--- src/rtl/reg_arb_pkg.sv ---
// ============================================================================
//  Module : reg_arb_pkg
//  Shared types and defaults for the two-port register bank arbiter.
//  Rev    : 1.0  initial release
// ============================================================================
`default_nettype none

package reg_arb_pkg;

    localparam int REG_WIDTH_DEFAULT = 8;

    typedef enum logic [1:0] {
        IDLE   = 2'd0,
        ACCESS = 2'd1,
        RESP   = 2'd2
    } arb_state_t;

    typedef logic req_id_t;

endpackage

`default_nettype wire

--- src/rtl/rr_arb2.sv ---
// ============================================================================
//  Module : rr_arb2
//  Two-way round-robin arbiter; the last-grant pointer moves only on i_adv.
//  Rev    : 1.0  initial release
// ============================================================================
`default_nettype none

module rr_arb2
    import reg_arb_pkg::*;
(
    input  logic       clk,
    input  logic       rstb,
    input  logic [1:0] i_req,
    input  logic       i_adv,
    output logic [1:0] o_gnt
);

    req_id_t r_last;

    // On a tie the port that was not granted last wins.
    always_comb begin
        o_gnt = 2'b00;
        if (i_req == 2'b11) begin
            o_gnt = r_last ? 2'b01 : 2'b10;
        end else begin
            o_gnt = i_req;
        end
    end

    always_ff @(posedge clk or negedge rstb) begin
        if (!rstb) begin
            r_last <= 1'b1;
        end else if (i_adv && (o_gnt != 2'b00)) begin
            r_last <= o_gnt[1];
        end
    end

endmodule

`default_nettype wire

--- src/rtl/reg_bank_arbiter.sv ---
// ============================================================================
//  Module : reg_bank_arbiter
//  Two-port config/status register bank with round-robin IDLE/ACCESS/RESP FSM.
//  Optional macro REG_LOCK_EN: MSB of the last config reg blocks m1 writes.
//  Rev    : 1.0  initial release
// ============================================================================
`default_nettype none

module reg_bank_arbiter
    import reg_arb_pkg::*;
#(
    parameter  int NUM_CFG    = 8,
    parameter  int NUM_STATUS = 8,
    parameter  int REG_WIDTH  = REG_WIDTH_DEFAULT,
    localparam int ADDR_W     = $clog2(NUM_CFG + NUM_STATUS)
) (
    input  logic                            clk,
    input  logic                            rstb,
    input  logic                            ena,
    input  logic                            m0_req,
    input  logic                            m0_we,
    input  logic [ADDR_W-1:0]               m0_addr,
    input  logic [REG_WIDTH-1:0]            m0_wdata,
    output logic                            m0_gnt,
    output logic                            m0_rvalid,
    output logic [REG_WIDTH-1:0]            m0_rdata,
    output logic                            m0_err,
    input  logic                            m1_req,
    input  logic                            m1_we,
    input  logic [ADDR_W-1:0]               m1_addr,
    input  logic [REG_WIDTH-1:0]            m1_wdata,
    output logic                            m1_gnt,
    output logic                            m1_rvalid,
    output logic [REG_WIDTH-1:0]            m1_rdata,
    output logic                            m1_err,
    output logic [NUM_CFG*REG_WIDTH-1:0]    config_regs,
    input  logic [NUM_STATUS*REG_WIDTH-1:0] status_regs,
    output logic                            busy
);

    arb_state_t             r_state;
    arb_state_t             w_state_nxt;
    logic                   w_start;

    logic [1:0]             w_req;
    logic [1:0]             w_arb_gnt;
    req_id_t                w_win_id;

    logic                   r_we;
    logic [ADDR_W-1:0]      r_addr;
    logic [REG_WIDTH-1:0]   r_wdata;
    req_id_t                r_id;
    logic [1:0]             r_gnt;
    logic [1:0]             r_rvalid;
    logic [REG_WIDTH-1:0]   r_rdata;
    logic                   r_err;
    logic [REG_WIDTH-1:0]   r_cfg    [NUM_CFG];

    logic [REG_WIDTH-1:0]   w_status [NUM_STATUS];
    logic [31:0]            w_addr_ext;
    logic                   w_is_cfg;
    logic                   w_is_stat;
    logic                   w_locked;
    logic [REG_WIDTH-1:0]   w_cfg_rd;
    logic [REG_WIDTH-1:0]   w_stat_rd;
    logic [REG_WIDTH-1:0]   w_rd;
    logic                   w_err;
    logic                   w_wr_ok;

    assign w_req = {m1_req, m0_req};

    rr_arb2 u_rr_arb2 (
        .clk   (clk),
        .rstb  (rstb),
        .i_req (w_req),
        .i_adv (w_start),
        .o_gnt (w_arb_gnt)
    );

    assign w_win_id = w_arb_gnt[1];

    // ------------------------------------------------------------------
    // FSM
    // ------------------------------------------------------------------
    always_ff @(posedge clk or negedge rstb) begin
        if (!rstb) begin
            r_state <= IDLE;
        end else begin
            r_state <= w_state_nxt;
        end
    end

    always_comb begin
        w_state_nxt = r_state;
        w_start     = 1'b0;
        busy        = 1'b1;
        case (r_state)
            IDLE: begin
                busy = 1'b0;
                if (ena && (w_req != 2'b00)) begin
                    w_state_nxt = ACCESS;
                    w_start     = 1'b1;
                end
            end
            ACCESS:  w_state_nxt = RESP;
            RESP:    w_state_nxt = IDLE;
            default: w_state_nxt = IDLE;
        endcase
    end

    // ------------------------------------------------------------------
    // Address decode and read mux
    // ------------------------------------------------------------------
    genvar gi;
    generate
        for (gi = 0; gi < NUM_STATUS; gi++) begin : g_stat
            assign w_status[gi] = status_regs[gi*REG_WIDTH +: REG_WIDTH];
        end
        for (gi = 0; gi < NUM_CFG; gi++) begin : g_cfg
            assign config_regs[gi*REG_WIDTH +: REG_WIDTH] = r_cfg[gi];
        end
    endgenerate

    assign w_addr_ext = 32'(r_addr);
    assign w_is_cfg   = (w_addr_ext < 32'(NUM_CFG));
    assign w_is_stat  = !w_is_cfg && (w_addr_ext < 32'(NUM_CFG + NUM_STATUS));

`ifdef REG_LOCK_EN
    assign w_locked = r_cfg[NUM_CFG-1][REG_WIDTH-1] && (r_id == 1'b1);
`else
    assign w_locked = 1'b0;
`endif

    always_comb begin
        w_cfg_rd  = '0;
        w_stat_rd = '0;
        for (int i = 0; i < NUM_CFG; i++) begin
            if (w_addr_ext == 32'(i)) w_cfg_rd = r_cfg[i];
        end
        for (int i = 0; i < NUM_STATUS; i++) begin
            if (w_addr_ext == 32'(NUM_CFG + i)) w_stat_rd = w_status[i];
        end
    end

    // Writes always return zero data; unmapped reads return zero with err.
    assign w_rd    = r_we      ? '0        :
                     w_is_cfg  ? w_cfg_rd  :
                     w_is_stat ? w_stat_rd : '0;
    assign w_err   = !(w_is_cfg || w_is_stat)
                   || (r_we && w_is_stat)
                   || (r_we && w_is_cfg && w_locked);
    assign w_wr_ok = r_we && w_is_cfg && !w_locked;

    // ------------------------------------------------------------------
    // Datapath
    // ------------------------------------------------------------------
    always_ff @(posedge clk or negedge rstb) begin
        if (!rstb) begin
            r_we     <= 1'b0;
            r_addr   <= '0;
            r_wdata  <= '0;
            r_id     <= 1'b0;
            r_gnt    <= 2'b00;
            r_rvalid <= 2'b00;
            r_rdata  <= '0;
            r_err    <= 1'b0;
            for (int i = 0; i < NUM_CFG; i++) r_cfg[i] <= '0;
        end else begin
            r_gnt    <= 2'b00;
            r_rvalid <= 2'b00;
            if (w_start) begin
                r_id    <= w_win_id;
                r_we    <= w_win_id ? m1_we    : m0_we;
                r_addr  <= w_win_id ? m1_addr  : m0_addr;
                r_wdata <= w_win_id ? m1_wdata : m0_wdata;
                r_gnt   <= w_arb_gnt;
            end
            if (r_state == ACCESS) begin
                r_rvalid <= r_id ? 2'b10 : 2'b01;
                r_rdata  <= w_rd;
                r_err    <= w_err;
                for (int i = 0; i < NUM_CFG; i++) begin
                    if (w_wr_ok && (w_addr_ext == 32'(i))) r_cfg[i] <= r_wdata;
                end
            end
            if (r_state == RESP) begin
                r_rdata <= '0;
                r_err   <= 1'b0;
            end
        end
    end

    assign m0_gnt    = r_gnt[0];
    assign m1_gnt    = r_gnt[1];
    assign m0_rvalid = r_rvalid[0];
    assign m1_rvalid = r_rvalid[1];
    assign m0_rdata  = r_rvalid[0] ? r_rdata : '0;
    assign m1_rdata  = r_rvalid[1] ? r_rdata : '0;
    assign m0_err    = r_rvalid[0] && r_err;
    assign m1_err    = r_rvalid[1] && r_err;

endmodule

`default_nettype wire

--- config.mk ---
export PLATFORM = sky130hd
export DESIGN_NAME = reg_bank_arbiter
export DESIGN_NICKNAME = d
export VERILOG_FILES = /design/src/rtl/reg_arb_pkg.sv /design/src/rtl/rr_arb2.sv /design/src/rtl/reg_bank_arbiter.sv
export SDC_FILE = /design/constraint.sdc
export NUM_CORES = 1
export LEC_CHECK = 0
export CAP_MARGIN = 10
export CORE_UTILIZATION = 35
export DETAILED_ROUTE_END_ITERATION = 6
export PLACE_DENSITY = 0.72
export SLEW_MARGIN = 15
export SYNTH_ARGS = -nofsm -noshare
export SYNTH_HDL_FRONTEND = slang
export SYNTH_SLANG_ARGS = --single-unit
--- constraint.sdc ---
create_clock -name clk -period 2 [get_ports clk]
set_clock_uncertainty 0.05 [all_clocks]
set_input_delay 0.3 -clock clk [delete_from_list [all_inputs] [get_ports clk]]
set_output_delay 0.3 -clock clk [all_outputs]
set_load 0.01 [all_outputs]
Yosys cells after proc, flatten, opt, wreduce, memory -nomap -nowiden
Index checks and enable logic that the tools add are counted.
- word-level logic and storage cells: 109
- register bits: 94
- input port bits: 95
- output and inout port bits: 87
- magnitude comparators: 2
- reduce and logical (&&, ||, !) cells: 32
- mux-type cells: 38
- equality and inequality tests: 19
- operator list (cell ; number):
    8-bit two-way mux ; 24
    4-bit equality test (second input constant) ; 8
    32-bit logical NOT ; 1
    4-bit by 3-bit equality test with 1-bit output (second input constant) ; 4
    2-bit AND reduction ; 8
    1-bit logical AND ; 15
    2-bit two-way mux ; 6
    4-bit by 2-bit equality test with 1-bit output (second input constant) ; 2
    1-bit two-way mux ; 6
    2-bit nonzero test ; 3
    4-bit by 5-bit less-than comparator with 1-bit output (second input constant) ; 1
    2-bit equality test (second input constant) ; 2
    4-bit by 1-bit equality test with 1-bit output (second input constant) ; 1
    4-bit less-than comparator (second input constant) ; 1
    4-bit two-way mux ; 1
    2-bit one-hot mux with 2 select lines ; 1
    2-bit by 1-bit equality test with 1-bit output (second input constant) ; 1
    1-bit logical NOT ; 2
    2-bit logical NOT ; 1
    1-bit logical OR ; 2
    2-bit inequality test (second input constant) ; 1

Logic depth before layout (Yosys ltp)
- depth after elaboration: 14
- depth in mapped cells: 9
- mapped depth without buffers: 7

Modules after synthesis
Synthesis repeated with hierarchy kept, for this count alone.
- cell total of the unflattened synthesis: 477
- area total of the unflattened synthesis: 5236.3 sq um
- by module, submodules not included (module ; area each (sq um) ; cells each ; times used ; seq. area each (sq um)):
    reg_bank_arbiter ; 5180.0 ; 471 ; 1 ; 2327.2
    rr_arb2 ; 56.3 ; 6 ; 1 ; 26.3

Least setup slack after synthesis
No wires, ideal clock.
- kind: register to register
- start: reg r_state[0]
- end: reg r_rdata[1]
- slack: 0.223 ns
- path buffers: 1
- data required time: 1.880 ns
- library setup time: 0.070 ns
- data arrival time: 1.657 ns
- stages on the path, launching flop included: 8
- cell sequence: dfrtp_1 -> inv_1 -> ha_1 -> nand2b_1 -> or2_2 -> clkbuf_1 -> a2111oi_0 -> nand3b_1
- longest elaborated chain between the ends: 2
- ends and longest elaborated chain (item ; line ; source):
    start, declared ; reg_bank_arbiter.sv:41 ; arb_state_t r_state;
    start signal, assigned ; reg_bank_arbiter.sv:89 ; r_state <= w_state_nxt;
    2-bit equality test / 2-bit by 1-bit equality test with 1-bit output (equally long branches) ; reg_bank_arbiter.sv:186, reg_bank_arbiter.sv:178 ;
    8-bit two-way mux / 2-bit nonzero test (equally long branches) ; -- ;
    end signal, assigned ; reg_bank_arbiter.sv:180 ; r_rdata <= w_rd;
    end, declared ; reg_bank_arbiter.sv:55 ; logic [REG_WIDTH-1:0] r_rdata;
Several ways; a longest one is shown, not always the timed one.
A chain may end at the register's enable or synchronous reset.

Final worst setup path
- start: reg r_addr[0]
- end: reg r_rdata[1]
- longest elaborated chain between the ends: 14
- ends and longest elaborated chain (item ; line ; source):
    start, declared ; reg_bank_arbiter.sv:50 ; logic [ADDR_W-1:0] r_addr;
    start signal, assigned ; reg_bank_arbiter.sv:174 ; r_addr <= w_win_id ? m1_addr : m0_addr;
    4-bit equality test ; reg_bank_arbiter.sv:141 ; if (w_addr_ext == 32'(NUM_CFG + i)) w_stat_rd = w_status[i];
    8-bit two-way mux (8 in series) ; reg_bank_arbiter.sv:141 ;
    8-bit two-way mux ; reg_bank_arbiter.sv:148 ; w_is_stat ? w_stat_rd : '0;
    8-bit two-way mux * ; reg_bank_arbiter.sv:147 ; w_is_cfg ? w_cfg_rd :
    8-bit two-way mux * ; reg_bank_arbiter.sv:146 ; assign w_rd = r_we ? '0 :
    8-bit two-way mux * ; reg_bank_arbiter.sv:178 ; if (r_state == ACCESS) begin
    8-bit two-way mux * ; reg_bank_arbiter.sv:186 ; if (r_state == RESP) begin
Every way passes the cells marked *; elsewhere a longest branch is shown, timed or not. The select of a mux whose other input is x is not followed.

==> results.txt <==
The flow ran to the end, but the final reports show violations. The final reports fail on design-rule violations. The total length of routed wires was 18.6 mm; the post-detailed-route DRC marker count was 34.

Setup violations remaining at the end of the flow were counted as 0. The global router's overall resource usage was 24.2%; the weighted congestion reported at the end of routability-driven placement was 0.878. Combinational cells account for 50.0% of the total power. The die covers 15600 sq um. Counting cells, the worst reg-to-reg path comes to 5.

The startpoint of the lowest-slack register-to-register path is r_addr[0]. Summed over all nets, the switching power comes to 0.00435 W. Walking the worst path, the cells encountered are buf_4 -> mux2_2 -> a222oi_1 -> a2111oi_2 -> nand3b_1. The later pin in the worst-skew pair is clocked with a latency of 0.35 ns. In this run the vertical extent of the chip is 125 um.

Once the floorplan was initialized, standard cells occupied 36.2% of the core. The cell family contributing the most delay on the critical path is compound AO/OA/AOI/OAI gates. Cell internal power was estimated by the tool at 0.00641 W. The clock tree root buffer cell was sky130_fd_sc_hd__clkbuf_16. Proportion of register bits with asynchronous set or reset after synthesis: 100%. The register share of total power came out at 32.2%. Headroom to the max-slew limit came out at 68.2%. Max-cap violations in this run came to 0. The total count of hold-check failures in the final report was 0. The combined buffer and inverter count along the critical path was 1; the overall power consumption was 0.0108 W.

The final route contains 4733 vias. The region available for standard cell placement spans 14600 sq um. 182 I/O pins were placed. The HPWL after detailed placement is 14.2 mm. The tools report the post-synth net total as 575.

The run gives 44 as the floorplan row count. In this run the worst path has a maximum fanout of 10. The tree built by TritonCTS fans out to 94 sinks. Based on the critical path, the design can be clocked at up to 0.513 GHz.

Entering global routing, the biggest net connects 36 pins. The placed instances occupy a cell area of 7400 sq um. The number of library cell types mapped by synthesis is 67, and the area fraction of the dominant cell type after synthesis is 44.0%. Across the VDD grid, the largest voltage drop is 0.000579 V. TritonCTS built the clock tree. The area growth from synthesis to layout is 47.7%. Counting flops and latches in the post-synthesis netlist gives 94. The cell type of the slowest stage on the worst timing path was sky130_fd_sc_hd__dfrtp_2.

Across all hold checks on the routed design, the worst slack comes to 0.401 ns. Of all cell types, the one taking the most synthesized area is sky130_fd_sc_hd__dfrtp_1. For the number of pins with negative max-slew slack in the final report, the log shows 0. The areal power density over the cells works out to 1380 nW/um^2. Clock tree synthesis inserted a total of 9 buffers.

The worst setup path is of the flip-flop to flip-flop kind. The portion of the clock cycle consumed by the worst path in the final layout was 97.6%. The post-synthesis instance area was 5300 sq um; the diode insertion count for antenna repair was 0. The via density per instance is 5.48. The via count of the first global-routing pass came out at 4999.

At the end of the flow, the number of nets in the layout was 774. The cell leakage power came out at 3.37 nW. Data on the critical path arrives at its endpoint at 2.14 ns. For the worst setup path, the data required time is 2.18 ns. The worst register-to-register path ends at r_rdata[1]. The port buffer count came out at 181.

The worst-case setup margin in the final layout was 0.0489 ns. Maximum level of the CTS H-tree: 3. Final routed wire length divided by cell count: 21.5 um. The maximum clock path buffer count came out at 2.

Of the total power, the clock network draws 17.7%. After clock tree synthesis, the clock-pin slew on the worst setup and hold paths is 0.07 ns. The pre-antenna-repair detailed-routing pass consisted of 7 iterations. The cell count after placement is 842. The worst setup path is captured at a flip-flop. For this run, the number of standard cells in the final layout without fillers is 864.

Switching power share of the total: 40.4%. The detailed router finished its first iteration with 364 violations. For the minimum setup slack among reg-to-reg paths, the log shows 0.05 ns.

The transition time at the pin with the least slew margin works out to 0.475 ns. The first global-routing pass estimated 28.9 mm of wire. For this run, the register share of the synthesized area comes to 44.4%.

Averaged over all synthesized cells, the footprint is 11.1 sq um. The finished cells cover 7820 sq um. Predominant post-synthesis flop cell: sky130_fd_sc_hd__dfrtp_1.

The tools report the count of yosys warnings during synthesis as 0. The post-route antenna net violation count came out at 0. The element type at the critical path start is a flip-flop. Yosys attributes the largest share of cell area to sky130_fd_sc_hd__dfrtp_1 44%, sky130_fd_sc_hd__mux2_2 15%, sky130_fd_sc_hd__mux2i_1 5.3%.

On the worst path, the slowest cell contributes a delay of 0.50 ns. The layout cell share with drive strength beyond 1 came out at 22.5%. The worst setup slack before clock tree synthesis is 0.0385 ns, and the total congestion overflow after global routing is 0. Setup repair after global routing left no endpoint under its margin.

The die span in x is 125 um, and the gate count of the mapped netlist is 476. The count of flip-flops with a built-in enable after synthesis came out at 0. For the finished layout, the period the worst path requires is 1.95 ns. The initial antenna violation count came out at 0. The classification of the worst-slack hold path was primary input to asynchronous set/reset pin.
[routing by layer]
metal / wire [um] / global-route usage [%] / vias up
met2: 9010 / 40.6 / 223
met1: 7670 / 30.9 / 2336
met3: 1410 / 4.84 / 37
met5: 0 / 0 / -
met4: 512 / 9.18 / 0
li1: - / - / 2137
[synth_stat cells (all sizes together), types with 2 or more instances]
cell type  count
mux2i         28
o221ai         2
and2          22
mux2          74
a21o           2
inv            9
a32o           2
or2            2
o22ai          2
dfrtp         93
nand3          4
a2111oi        2
a21oi         24
nand3b         4
a221o          2
a31oi          2
o2bb2ai        3
nand2         51
a32oi          2
nor2          16
o21ai         33
a211oi         2
and3           2
mux4           5
o32ai          2
clkbuf         6
ha             4
a311oi         2
nor3b          2
nand2b         9
nor2b          7
buf           21
nor3           4
a22oi         11
nand4          3
[layout make-up]
cell class | instances | area [sq um]
clock buffer | 9 | 225
clock inverter | 7 | 105
fill | 1278 | 6820
inverter | 9 | 33.8
multi-input combinational | 346 | 2730
sequential | 94 | 2360
tap | 184 | 230
timing repair buffer | 215 | 2140
[per-stage QoR]
step | util, % | TNS [ns]
after floorplan | - | 0
after global placement | 50.5 | -0.00500
after detailed placement | 50.5 | 0
after CTS | 52.8 | 0
after global routing | 53.4 | 0
final | 53.4 | 0
[cells by family after synthesis]
kind of cell,after synthesis,share of synthesized area [%]
AO/OA/AOI/OAI,105,13.1
adder cells (fa/ha/maj),4,0.945
buffers and inverters,36,4.42
flip-flops,94,44.4
multiplexers,107,23.4
AND/OR/NAND/NOR,130,13.7
[worst max path at each step]
stage,from,endpoint,slack [ns],cells after the start
after global placement,r_addr[0],r_rdata[0],-0.005,5
after detailed placement,r_addr[0],config_regs[16],0.04,3
after CTS,r_state[0],busy,0.008,4
after global routing,r_addr[0],r_rdata[1],0.002,5
after floorplan,r_state[0],r_rdata[1],0.22,7
final,r_addr[0],r_rdata[1],0.05,5
[power by group through the flow]
stage                     registers, W  logic [W]  clock network (W)
after floorplan                0.00327    0.00293                  0
after global placement         0.00347    0.00514                  0
after detailed placement       0.00350    0.00522                  0
after CTS                      0.00347    0.00526            0.00193
after global routing           0.00356    0.00575            0.00200
final                          0.00347    0.00538            0.00191
[sequential cells by signal (all words and copies together), names as in the netlist]
| signal | count |
|---|---|
| r_wdata | 8 |
| r_rvalid | 2 |
| r_addr | 4 |
| r_err | 1 |
| r_state | 2 |
| r_we | 1 |
| r_rdata | 8 |
| u_rr_arb2.r_last | 1 |
| config_regs | 64 |
| r_id | 1 |
| r_gnt | 2 |
[worst reg2reg max path, stage by stage, from the launching register on]
cell and delay [ns]:
sky130_fd_sc_hd__dfrtp_2 0.50, sky130_fd_sc_hd__buf_4 0.20, sky130_fd_sc_hd__mux2_2 0.35, sky130_fd_sc_hd__a222oi_1 0.44, sky130_fd_sc_hd__a2111oi_2 0.11, sky130_fd_sc_hd__nand3b_1 0.18
[placed cells by master (no fill, tap or decap), types with 3 or more instances in the layout]
cell type                         count
sky130_fd_sc_hd__mux2_2              72
sky130_fd_sc_hd__ha_1                 3
sky130_fd_sc_hd__nor3_1               3
sky130_fd_sc_hd__o21ai_1              3
sky130_fd_sc_hd__and2_1              22
sky130_fd_sc_hd__nor2_1              11
sky130_fd_sc_hd__nor2_4               4
sky130_fd_sc_hd__buf_4               28
sky130_fd_sc_hd__clkbuf_16            9
sky130_fd_sc_hd__nand2_1             47
sky130_fd_sc_hd__o21ai_0             30
sky130_fd_sc_hd__mux2i_1             28
sky130_fd_sc_hd__nor2b_1              5
sky130_fd_sc_hd__inv_1                8
sky130_fd_sc_hd__a22oi_1             11
sky130_fd_sc_hd__nand3b_1             4
sky130_fd_sc_hd__buf_12               6
sky130_fd_sc_hd__nand3_1              3
sky130_fd_sc_hd__nand2_2              4
sky130_fd_sc_hd__mux4_2               3
sky130_fd_sc_hd__clkdlybuf4s50_1    179
sky130_fd_sc_hd__o2bb2ai_1            3
sky130_fd_sc_hd__nand2b_1             9
sky130_fd_sc_hd__a21oi_1             24
sky130_fd_sc_hd__dfrtp_1             91
[timing repair]
item / CTS / global route
hold endpoints to repair: 31 / 0
setup buffers: 0 / 5
resized for setup: 0 / 8
endpoints found under the setup margin: 0 / 36
hold buffers: 1 / 0
(Power assumes the default switching activity.)
